--- src/rtl/e6_mon_pkg.sv ---
// Shared types for the e6 output monitor: the controller's output word,
// the capture-window state machine encoding and the event record layout.
package e6_mon_pkg;

  localparam int Y_W      = 20;
  localparam int DEF_TS_W = 12;

  typedef logic [Y_W-1:0] y_t;

  typedef enum logic [1:0] {
    IDLE  = 2'd0,
    RUN   = 2'd1,
    DRAIN = 2'd2
  } state_t;

  // Record at the default timestamp width; the top level declares the same
  // layout at whatever TS_W it is built with. Timestamp sits in the MSBs.
  typedef struct packed {
    logic [DEF_TS_W-1:0] ts;
    y_t                  y;
  } rec_t;

endpackage

--- src/rtl/e6_out_monitor_fifo.sv ---
// Small synchronous FIFO for event records. Pointers carry an extra wrap bit
// so full and empty are told apart without a separate counter. The head entry
// is kept in a register so the sink sees a flop output, not a memory read.
module mon_fifo #(
  parameter int DEPTH = 8,
  parameter int W     = 32
) (
  input  logic         clk,
  input  logic         rst,
  input  logic         flush,
  input  logic         wr_en,
  input  logic [W-1:0] wr_data,
  input  logic         rd_en,
  output logic [W-1:0] rd_data,
  output logic         full,
  output logic         empty
);

  localparam int AW = $clog2(DEPTH);

  logic [W-1:0] mem [DEPTH];
  logic [AW:0]  wptr, rptr, wptr_nxt, rptr_nxt;
  logic         do_wr, do_rd;

  assign empty = (wptr == rptr);
  assign full  = (wptr[AW] != rptr[AW]) && (wptr[AW-1:0] == rptr[AW-1:0]);
  assign do_rd = rd_en && !empty;
  assign do_wr = wr_en && !flush && (!full || do_rd);

  // Pointer advance for this cycle's accepted read and write
  always_comb begin
    wptr_nxt = do_wr ? wptr + 1'b1 : wptr;
    rptr_nxt = do_rd ? rptr + 1'b1 : rptr;
  end

  // Pointer registers; flush empties the FIFO
  always_ff @(posedge clk or negedge rst) begin
    if (!rst) begin
      wptr <= '0;
      rptr <= '0;
    end else if (flush) begin
      wptr <= '0;
      rptr <= '0;
    end else begin
      wptr <= wptr_nxt;
      rptr <= rptr_nxt;
    end
  end

  // Storage array, written at the current write pointer
  always_ff @(posedge clk) begin
    if (do_wr)
      mem[wptr[AW-1:0]] <= wr_data;
  end

  // Head register: bypass the incoming word when it becomes the new head
  always_ff @(posedge clk or negedge rst) begin
    if (!rst)
      rd_data <= '0;
    else if (flush || (rptr_nxt == wptr_nxt))
      rd_data <= '0;
    else if (do_wr && (rptr_nxt == wptr))
      rd_data <= wr_data;
    else
      rd_data <= mem[rptr_nxt[AW-1:0]];
  end

endmodule

--- src/rtl/e6_out_monitor.sv ---
// Capture stage for the e6 controller outputs. Every new non-zero output word
// seen during a capture window becomes a timestamped record in a FIFO that is
// drained over a valid/ready port. Records that do not fit are counted.
module e6_out_monitor
  import e6_mon_pkg::*;
#(
  parameter int DEPTH  = 8,
  parameter int TS_W   = 12,
  parameter int DROP_W = 8
) (
  input  logic                clk,
  input  logic                rst,
  input  logic [Y_W-1:0]      y_in,
  input  logic                start,
  input  logic                stop,
  input  logic                clear,
  output logic                out_valid,
  input  logic                out_ready,
  output logic [TS_W+Y_W-1:0] out_data,
  output logic                busy,
  output logic                done,
  output logic                overflow,
  output logic [DROP_W-1:0]   drop_cnt
);

  typedef struct packed {
    logic [TS_W-1:0] ts;
    y_t              y;
  } mon_rec_t;

  state_t          state_q, state_nxt;
  logic            busy_nxt, done_nxt;
  logic [TS_W-1:0] ts_q;
  y_t              prev_y;
  logic            fifo_full, fifo_empty;
  logic            evt, push, pop, drop;
  mon_rec_t        rec;

  assign evt       = (state_q == RUN) && (y_in != '0) && (y_in != prev_y);
  assign push      = evt && !clear;
  assign out_valid = !fifo_empty;
  assign pop       = out_valid && out_ready;
  assign drop      = push && fifo_full && !pop;
  assign rec.ts    = ts_q;
  assign rec.y     = y_in;

  // State register plus the registered busy/done decodes
  always_ff @(posedge clk or negedge rst) begin
    if (!rst) begin
      state_q <= IDLE;
      busy    <= 1'b0;
      done    <= 1'b0;
    end else begin
      state_q <= state_nxt;
      busy    <= busy_nxt;
      done    <= done_nxt;
    end
  end

  // Next state: each state only listens to the control input that is legal in it
  always_comb begin
    state_nxt = state_q;
    case (state_q)
      IDLE:    if (start)      state_nxt = RUN;
      RUN:     if (stop)       state_nxt = DRAIN;
      DRAIN:   if (fifo_empty) state_nxt = IDLE;
      default:                 state_nxt = IDLE;
    endcase
  end

  // Output decode, registered by the state process above
  always_comb begin
    busy_nxt = (state_nxt != IDLE);
    done_nxt = (state_q == DRAIN) && (state_nxt == IDLE);
  end

  // Free-running timestamp, realigned to zero when a window opens
  always_ff @(posedge clk or negedge rst) begin
    if (!rst)
      ts_q <= '0;
    else if ((state_q == IDLE) && start)
      ts_q <= '0;
    else
      ts_q <= ts_q + 1'b1;
  end

  // Previous output word, tracked in every state so the first word of a window compares correctly
  always_ff @(posedge clk or negedge rst) begin
    if (!rst)
      prev_y <= '0;
    else
      prev_y <= y_in;
  end

  // Overflow accounting; clear wins over a drop in the same cycle
  always_ff @(posedge clk or negedge rst) begin
    if (!rst) begin
      overflow <= 1'b0;
      drop_cnt <= '0;
    end else if (clear) begin
      overflow <= 1'b0;
      drop_cnt <= '0;
    end else if (drop) begin
      overflow <= 1'b1;
      if (drop_cnt != '1)
        drop_cnt <= drop_cnt + 1'b1;
    end
  end

  mon_fifo #(
    .DEPTH(DEPTH),
    .W    (TS_W + Y_W)
  ) u_fifo (
    .clk    (clk),
    .rst    (rst),
    .flush  (clear),
    .wr_en  (push),
    .wr_data(rec),
    .rd_en  (pop),
    .rd_data(out_data),
    .full   (fifo_full),
    .empty  (fifo_empty)
  );

endmodule

--- config.mk ---
export PLATFORM = sky130hd
export DESIGN_NAME = e6_out_monitor
export DESIGN_NICKNAME = d
export VERILOG_FILES = /design/src/rtl/e6_mon_pkg.sv /design/src/rtl/e6_out_monitor_fifo.sv /design/src/rtl/e6_out_monitor.sv
export SDC_FILE = /design/constraint.sdc
export NUM_CORES = 1
export LEC_CHECK = 0
export CAP_MARGIN = 20
export CORE_UTILIZATION = 55
export CTS_CLUSTER_SIZE = 14
export DETAILED_ROUTE_END_ITERATION = 7
export GPL_TIMING_DRIVEN = 0
export PLACE_DENSITY = 0.73
export SYNTH_ARGS = -nofsm -noshare
export SYNTH_HDL_FRONTEND = slang
export SYNTH_SLANG_ARGS = --single-unit
--- constraint.sdc ---
create_clock -name clk -period 12.76 [get_ports clk]
set_input_delay 3.19 -clock clk [delete_from_list [all_inputs] [get_ports clk]]
set_output_delay 3.19 -clock clk [all_outputs]
set_load 0.05 [all_outputs]
==> results of run 1 <==
[per-layer routing]
layer,GRT usage,wire length (µm),vias up
met3,0.04970,4007,144
met2,0.5078,22760,654
met5,0,0,-
met4,0.1425,2135,0
li1,-,-,5375
met1,0.4078,19250,6055
[cell usage after synthesis, types with 16 or more instances]
| cell | number |
|---|---|
| o211ai_1 | 62 |
| a221oi_2 | 29 |
| clkbuf_1 | 65 |
| nor2_1 | 19 |
| o21ai_0 | 39 |
| nand3_1 | 43 |
| a21oi_1 | 42 |
| nor2b_1 | 67 |
| a211oi_1 | 94 |
| inv_1 | 16 |
| buf_2 | 34 |
| edfxtp_1 | 256 |
| mux2i_1 | 138 |
| nand2_1 | 74 |
| dfrtp_1 | 85 |
| xnor2_1 | 26 |
| nand4b_1 | 21 |
| mux2_2 | 62 |
| a211o_1 | 33 |
[flip-flops by register name (all words and copies together) (netlist names)]
name	cells
done	1
u_fifo.rd_data	32
busy	1
state_q	2
u_fifo.rptr	4
u_fifo.wptr	4
drop_cnt	8
ts_q	12
overflow	1
prev_y	20
u_fifo.mem	256
[report_power, final]
part / leakage [µW] / internal [µW] / switching (µW) / total (µW)
clock: 0.000542 / 573 / 418 / 991
sequential: 0.00345 / 1290 / 52.3 / 1340
combinational: 0.00260 / 510 / 966 / 1480
total: 0.00659 / 2370 / 1440 / 3810
[layout make-up]
cell class / instances / area [µm²] / area share
sequential: 341 / 9814 / 0.5005
buffer: 113 / 523.0 / 0.02667
tap: 390 / 488.0 / 0.02488
clock buffer: 59 / 1069 / 0.05449
inverter: 16 / 60.06 / 0.003063
clock inverter: 7 / 40.04 / 0.002042
multi-input combinational: 844 / 6604 / 0.3368
antenna: 1 / 2.502 / 0.0001276
timing repair buffer: 100 / 1010 / 0.05149
[metrics by stage]
stage | setup TNS (ns) | std cells | utilization | setup WS, ns | instance area, µm²
after floorplan | 0 | 1314 | - | 4.768 | 16960
after global placement | -4.414 | 1773 | 0.6054 | -0.1416 | 18130
after detailed placement | 0 | 1804 | 0.6176 | 5.198 | 18500
after CTS | 0 | 1870 | 0.6546 | 5.749 | 19610
after global routing | 0 | 1870 | 0.6546 | 5.519 | 19610
final | 0 | 1871 | 0.6547 | 5.704 | 19610
[kinds of logic after synthesis]
family	synth area share
compound gates	0.1441
xor+xnor	0.02347
fa+ha+maj	0.002952
buf+inv	0.03439
flops	0.5789
mux	0.1253
simple gates	0.09092
[worst max-delay path by stage]
stage,start,end,slack [ns],cells past startpoint
6_report,y_in[17],u_fifo.mem[3][14],5.70,11
5_1_grt,y_in[15],u_fifo.mem[3][14],5.52,11
4_1_cts,y_in[17],u_fifo.mem[3][14],5.75,11
3_5_place_dp,y_in[17],u_fifo.mem[3][16],5.20,11
3_3_place_gp,y_in[17],u_fifo.mem[2][17],-0.14,8
2_1_floorplan,y_in[18],u_fifo.mem[2][0],4.77,6
[worst reg2reg max path, stage by stage, from the launching register on]
cell	delay, ns
dfrtp_1	0.39
nor2b_1	0.36
o211ai_1	0.15
a31oi_1	0.63
nand2b_1	0.25
clkbuf_1	0.31
or2_2	0.42
nor3b_2	0.80
buf_6	0.26
buf_6	0.19
==> results.json, run 1 <==
{
  "die_width_um": 177.6,
  "post_synth_edffs": 256,
  "critical_path.most_common_cell": "buf_6",
  "cellPowerDensity_nw_per_um2": 194.2,
  "finalNetCount": 1482,
  "run_status": "complete, but fails checks",
  "crit_buf_inv": 4,
  "series_of_cell_instances_along_the_critical_path": "clkdlybuf4s50_1 -> xnor2_1 -> nand4_1 -> nor3_1 -> a31oi_1 -> nand2b_1 -> clkbuf_1 -> or2_2 -> nor3b_2 -> buf_6 -> buf_6",
  "hold_viol_final": 0,
  "hold_depth": 1,
  "global_route.overflow_total": 0,
  "detail_route.wl_per_cell_um": 25.74,
  "report.power.total_uw": 3809,
  "critPathKind": "primary input to register",
  "worst_reg2reg_endpoint": "u_fifo.mem[3][14]",
  "max_slew.worst_pin.slew_ns": 1.135,
  "min_from": "state_q[1]",
  "syn_area_per_cell_um2": 12.90,
  "detail_route.first_pass.iterations": 8,
  "worst_ep_arrival_time_ns": 7.27,
  "root_buffer": "clkbuf_16",
  "synth_async_sr_flop_share": 0.2493,
  "clock-sinks": 341,
  "die_area_um2": 31530,
  "max_freq_ghz": 0.1417,
  "grt_antenna_before_repair": 2,
  "place.gp.congestion": 0.8762,
  "min_period_over_period": 0.5530,
  "maximum_fanout_count_along_the_critical_path": 12,
  "core_area_um2": 29950,
  "cts_buffers": 36,
  "tritoncts_clock_tree": "built",
  "slowest_stage": "nor3b_2",
  "layout_commonest_cell": "edfxtp_1",
  "vias_per_cell": 6.536,
  "hold_path.class": "register to register",
  "postSynthCellCount": 1314,
  "finalWirelength_mm": 48.15,
  "synthesis.yosys.warnings": 0,
  "htreeDepth": 2,
  "synth-seq-cells": 341,
  "ys.flop_type": "edfxtp_1",
  "worst-r2r-setup-slack_ns": 8.68,
  "drc": 4,
  "reg2reg_depth": 9,
  "clk_pin_slew_worst_paths_ns": 0.06,
  "worstHoldEndpoint": "state_q[0]",
  "mostFrequentLayoutCells": "256 x edfxtp_1, 138 x mux2i_1, 94 x a211oi_1",
  "post_cts_resized": 0,
  "timing.clock.skew_ns": 0.02113,
  "detailedPlacementHpwl_mm": 33.32,
  "max-vdd-ir-drop_mv": 0.1138,
  "wire_length_of_the_first_global_routing_pass_mm": 72.24,
  "clk_latency_ns": 0.52,
  "timing.final.crit_period_ns": 7.056,
  "netlist_top_cells_area": "edfxtp_1 45%, dfrtp_1 13%, mux2i_1 8.1%, a211oi_1 4.2%, mux2_2 4.1%",
  "syn-cell-area_um2": 16960,
  "ys_seq_area_frac": 0.5789,
  "setup_violations": 0,
  "layout.filler_cells": 2218,
  "detailedRoute.firstIterationViolations": 1308,
  "drt.antenna.violating_nets": 0,
  "yosys.area.top_type_share": 0.4534,
  "violations": "DRC",
  "gr-usage-all-layers": 0.3107,
  "worst_hold_margin_ns": 0.4799,
  "port_buffers": 69,
  "slowest_stage_delay_on_critical_path_ns": 0.80,
  "max_slew_margin": 0.2436,
  "initial_utilization": 0.5660,
  "post_cts.repair.setup_buffers": 0,
  "critical_path.endpoint_type": "register",
  "synth_fp_nets": 1344,
  "die-height_um": 177.6,
  "worstSetupStartpointType": "primary input",
  "floorplan.io_pins": 70,
  "layout-area-overhead-vs-synth_pct": 15.66,
  "power_leakage_uw": 0.006592,
  "rsz_0062_raised_after_global_routing": "no",
  "synth.largest_area_cell": "edfxtp_1",
  "r2r_start": "state_q[0]",
  "critical-path-top-delay-family": "simple AND/OR/NAND/NOR gates",
  "share_of_final_layout_standard_cells_stronger_than_drive_strength_1": 0.1601,
  "number_of_global_route_vias_before_repair": 12270,
  "row_count": 63,
  "synth_cell_type_count": 52,
  "max_cap_viol_count": 0,
  "worst-endpoint-required_ns": 12.97,
  "slew_violations": 0,
  "grt_start_max_net_pins": 44,
  "cts_hold_buffers": 0,
  "num_vias": 12230,
  "ctsLongestPathBuffers": 3
}
(Power assumes the default switching activity.)
==> inputs of run 2 (changes only) <==
--- a/config.mk
+++ b/config.mk
@@ -10,7 +10,7 @@
 export CTS_CLUSTER_SIZE = 14
 export DETAILED_ROUTE_END_ITERATION = 7
 export GPL_TIMING_DRIVEN = 0
-export PLACE_DENSITY = 0.73
+export PLACE_DENSITY = 0.76
 export SYNTH_ARGS = -nofsm -noshare
 export SYNTH_HDL_FRONTEND = slang
 export SYNTH_SLANG_ARGS = --single-unit
==> constraint.sdc (replaced) <==
create_clock -name clk -period 6.4 [get_ports clk]
set_input_delay 1.6 -clock clk [delete_from_list [all_inputs] [get_ports clk]]
set_output_delay 1.6 -clock clk [all_outputs]
set_load 0.05 [all_outputs]
==> results.json, run 2 (synthesized netlist as in run 1, its figures left out) <==
{
  "detailedRoute.firstIterationViolations": 1436,
  "cts_hold_buffers": 0,
  "grt_start_max_net_pins": 47,
  "timing.final.crit_period_ns": 5.284,
  "max-vdd-ir-drop_mv": 0.2359,
  "worstSetupStartpointType": "primary input",
  "slew_violations": 0,
  "layout-area-overhead-vs-synth_pct": 15.65,
  "gr-usage-all-layers": 0.3111,
  "clk_pin_slew_worst_paths_ns": 0.06,
  "rsz_0062_raised_after_global_routing": "no",
  "layout_commonest_cell": "edfxtp_1",
  "htreeDepth": 2,
  "hold_path.class": "register to register",
  "initial_utilization": 0.5660,
  "core_area_um2": 29950,
  "detail_route.wl_per_cell_um": 25.82,
  "grt_antenna_before_repair": 0,
  "setup_violations": 0,
  "finalWirelength_mm": 48.10,
  "cellPowerDensity_nw_per_um2": 390.4,
  "floorplan.io_pins": 70,
  "post_cts_resized": 0,
  "mostFrequentLayoutCells": "256 x edfxtp_1, 138 x mux2i_1, 94 x a211oi_1",
  "die_area_um2": 31530,
  "num_vias": 12420,
  "power_leakage_uw": 0.006584,
  "report.power.total_uw": 7655,
  "vias_per_cell": 6.665,
  "ctsLongestPathBuffers": 3,
  "slowest_stage": "clkdlybuf4s50_1",
  "run_status": "finished, final reports clean",
  "maximum_fanout_count_along_the_critical_path": 12,
  "port_buffers": 69,
  "root_buffer": "clkbuf_16",
  "stdcell_count": 1863,
  "detailedPlacementHpwl_mm": 33.15,
  "final_design_area_no_fill_um2": 19610,
  "max_freq_ghz": 0.1892,
  "share_of_final_layout_standard_cells_stronger_than_drive_strength_1": 0.1589,
  "hold_viol_final": 0,
  "max_slew_margin": 0.2155,
  "wire_length_of_the_first_global_routing_pass_mm": 72.42,
  "place_inst": 1799,
  "clk_latency_ns": 0.53,
  "antenna-diode-count": 0,
  "die_width_um": 177.6,
  "max_slew.worst_pin.slew_ns": 1.177,
  "place.gp.congestion": 0.9118,
  "tritoncts_clock_tree": "built",
  "worst-endpoint-required_ns": 6.61,
  "critical_path.endpoint_type": "register",
  "utilization": 0.6546,
  "finalNetCount": 1477,
  "min_period_over_period": 0.8257,
  "clock-sinks": 341,
  "critical_path.most_common_cell": "buf_4",
  "drc": 0,
  "critPathKind": "primary input to register",
  "cts_buffers": 36,
  "number_of_global_route_vias_before_repair": 12340,
  "max_cap_viol_count": 0,
  "post_cts.repair.setup_buffers": 0,
  "slowest_stage_delay_on_critical_path_ns": 0.84,
  "worst_ep_arrival_time_ns": 5.50,
  "drt.antenna.violating_nets": 0,
  "largest_register_ffs": 256,
  "row_count": 63,
  "worst_hold_margin_ns": 0.4847,
  "placed_standard_cell_area_um2": 18470,
  "detail_route.first_pass.iterations": 6,
  "global_route.overflow_total": 0,
  "series_of_cell_instances_along_the_critical_path": "clkdlybuf4s50_1 -> xnor2_1 -> nand4_1 -> nor3_1 -> a31oi_1 -> nand2b_1 -> buf_1 -> nor4_2 -> buf_4 -> buf_4 -> buf_4",
  "timing.clock.skew_ns": 0.02116,
  "die-height_um": 177.6
}
-- run 2: changes by cell type in the layout (fill, tap and decap cells not counted), moves of 4 or more --
cell,delta
clkbuf_1,-10
buf_6,-4
clkinv_2,+4
clkinv_1,+6
clkbuf_8,-4
-- run 2: path summary, 6_finish.rpt --
kind                             from            endpoint  cells after the start  slack, ns
hold reg to reg            state_q[1]          state_q[0]                      1       0.48
max in group asynchronous         rst            overflow                      2       4.67
setup / recovery             y_in[17]   u_fifo.mem[0][16]                     11       1.12
setup reg to reg           state_q[0]   u_fifo.mem[0][16]                      9       2.50
min in group asynchronous         rst  u_fifo.rd_data[17]                      1       1.08
hold / removal             state_q[1]          state_q[0]                      1       0.48
-- run 2: power breakdown --
part	internal [µW]	switching, µW	leakage, µW
registers	2570	98.7	0.00345
logic	1020	1930	0.00258
clock network	1200	841	0.000560
-- run 2: area by class of cell --
type / instances / area (µm²)
flip-flops and latches: 341 / 9814
multi-input cells: 844 / 6613
repair buffers: 95 / 972.2
well taps: 390 / 488.0
clock inverters: 19 / 162.7
clock buffers: 45 / 975.9
fillers: 2129 / 10340
plain buffers: 113 / 523.0
inverters: 16 / 60.06
-- run 2: per-layer routing --
metal	track usage	wire length [µm]
met4	0.1517	2194
met5	0	0
met3	0.05077	4352
met2	0.4964	22580
met1	0.4144	18980
-- run 2: critical path, delay by kind of cell --
kind / cells / cell delay (ns)
AO/OA/AOI/OAI: 1 / 0.60
XOR/XNOR: 1 / 0.16
buffers and inverters: 5 / 1.98
AND/OR/NAND/NOR: 4 / 1.14
-- run 2: through the flow --
step	worst slack, ns	setup TNS, ns
final	1.116	0
after global routing	1.060	0
after CTS	1.189	0
after detailed placement	0.6625	0
after global placement	-4.231	-695.89
after floorplan	0.3080	0
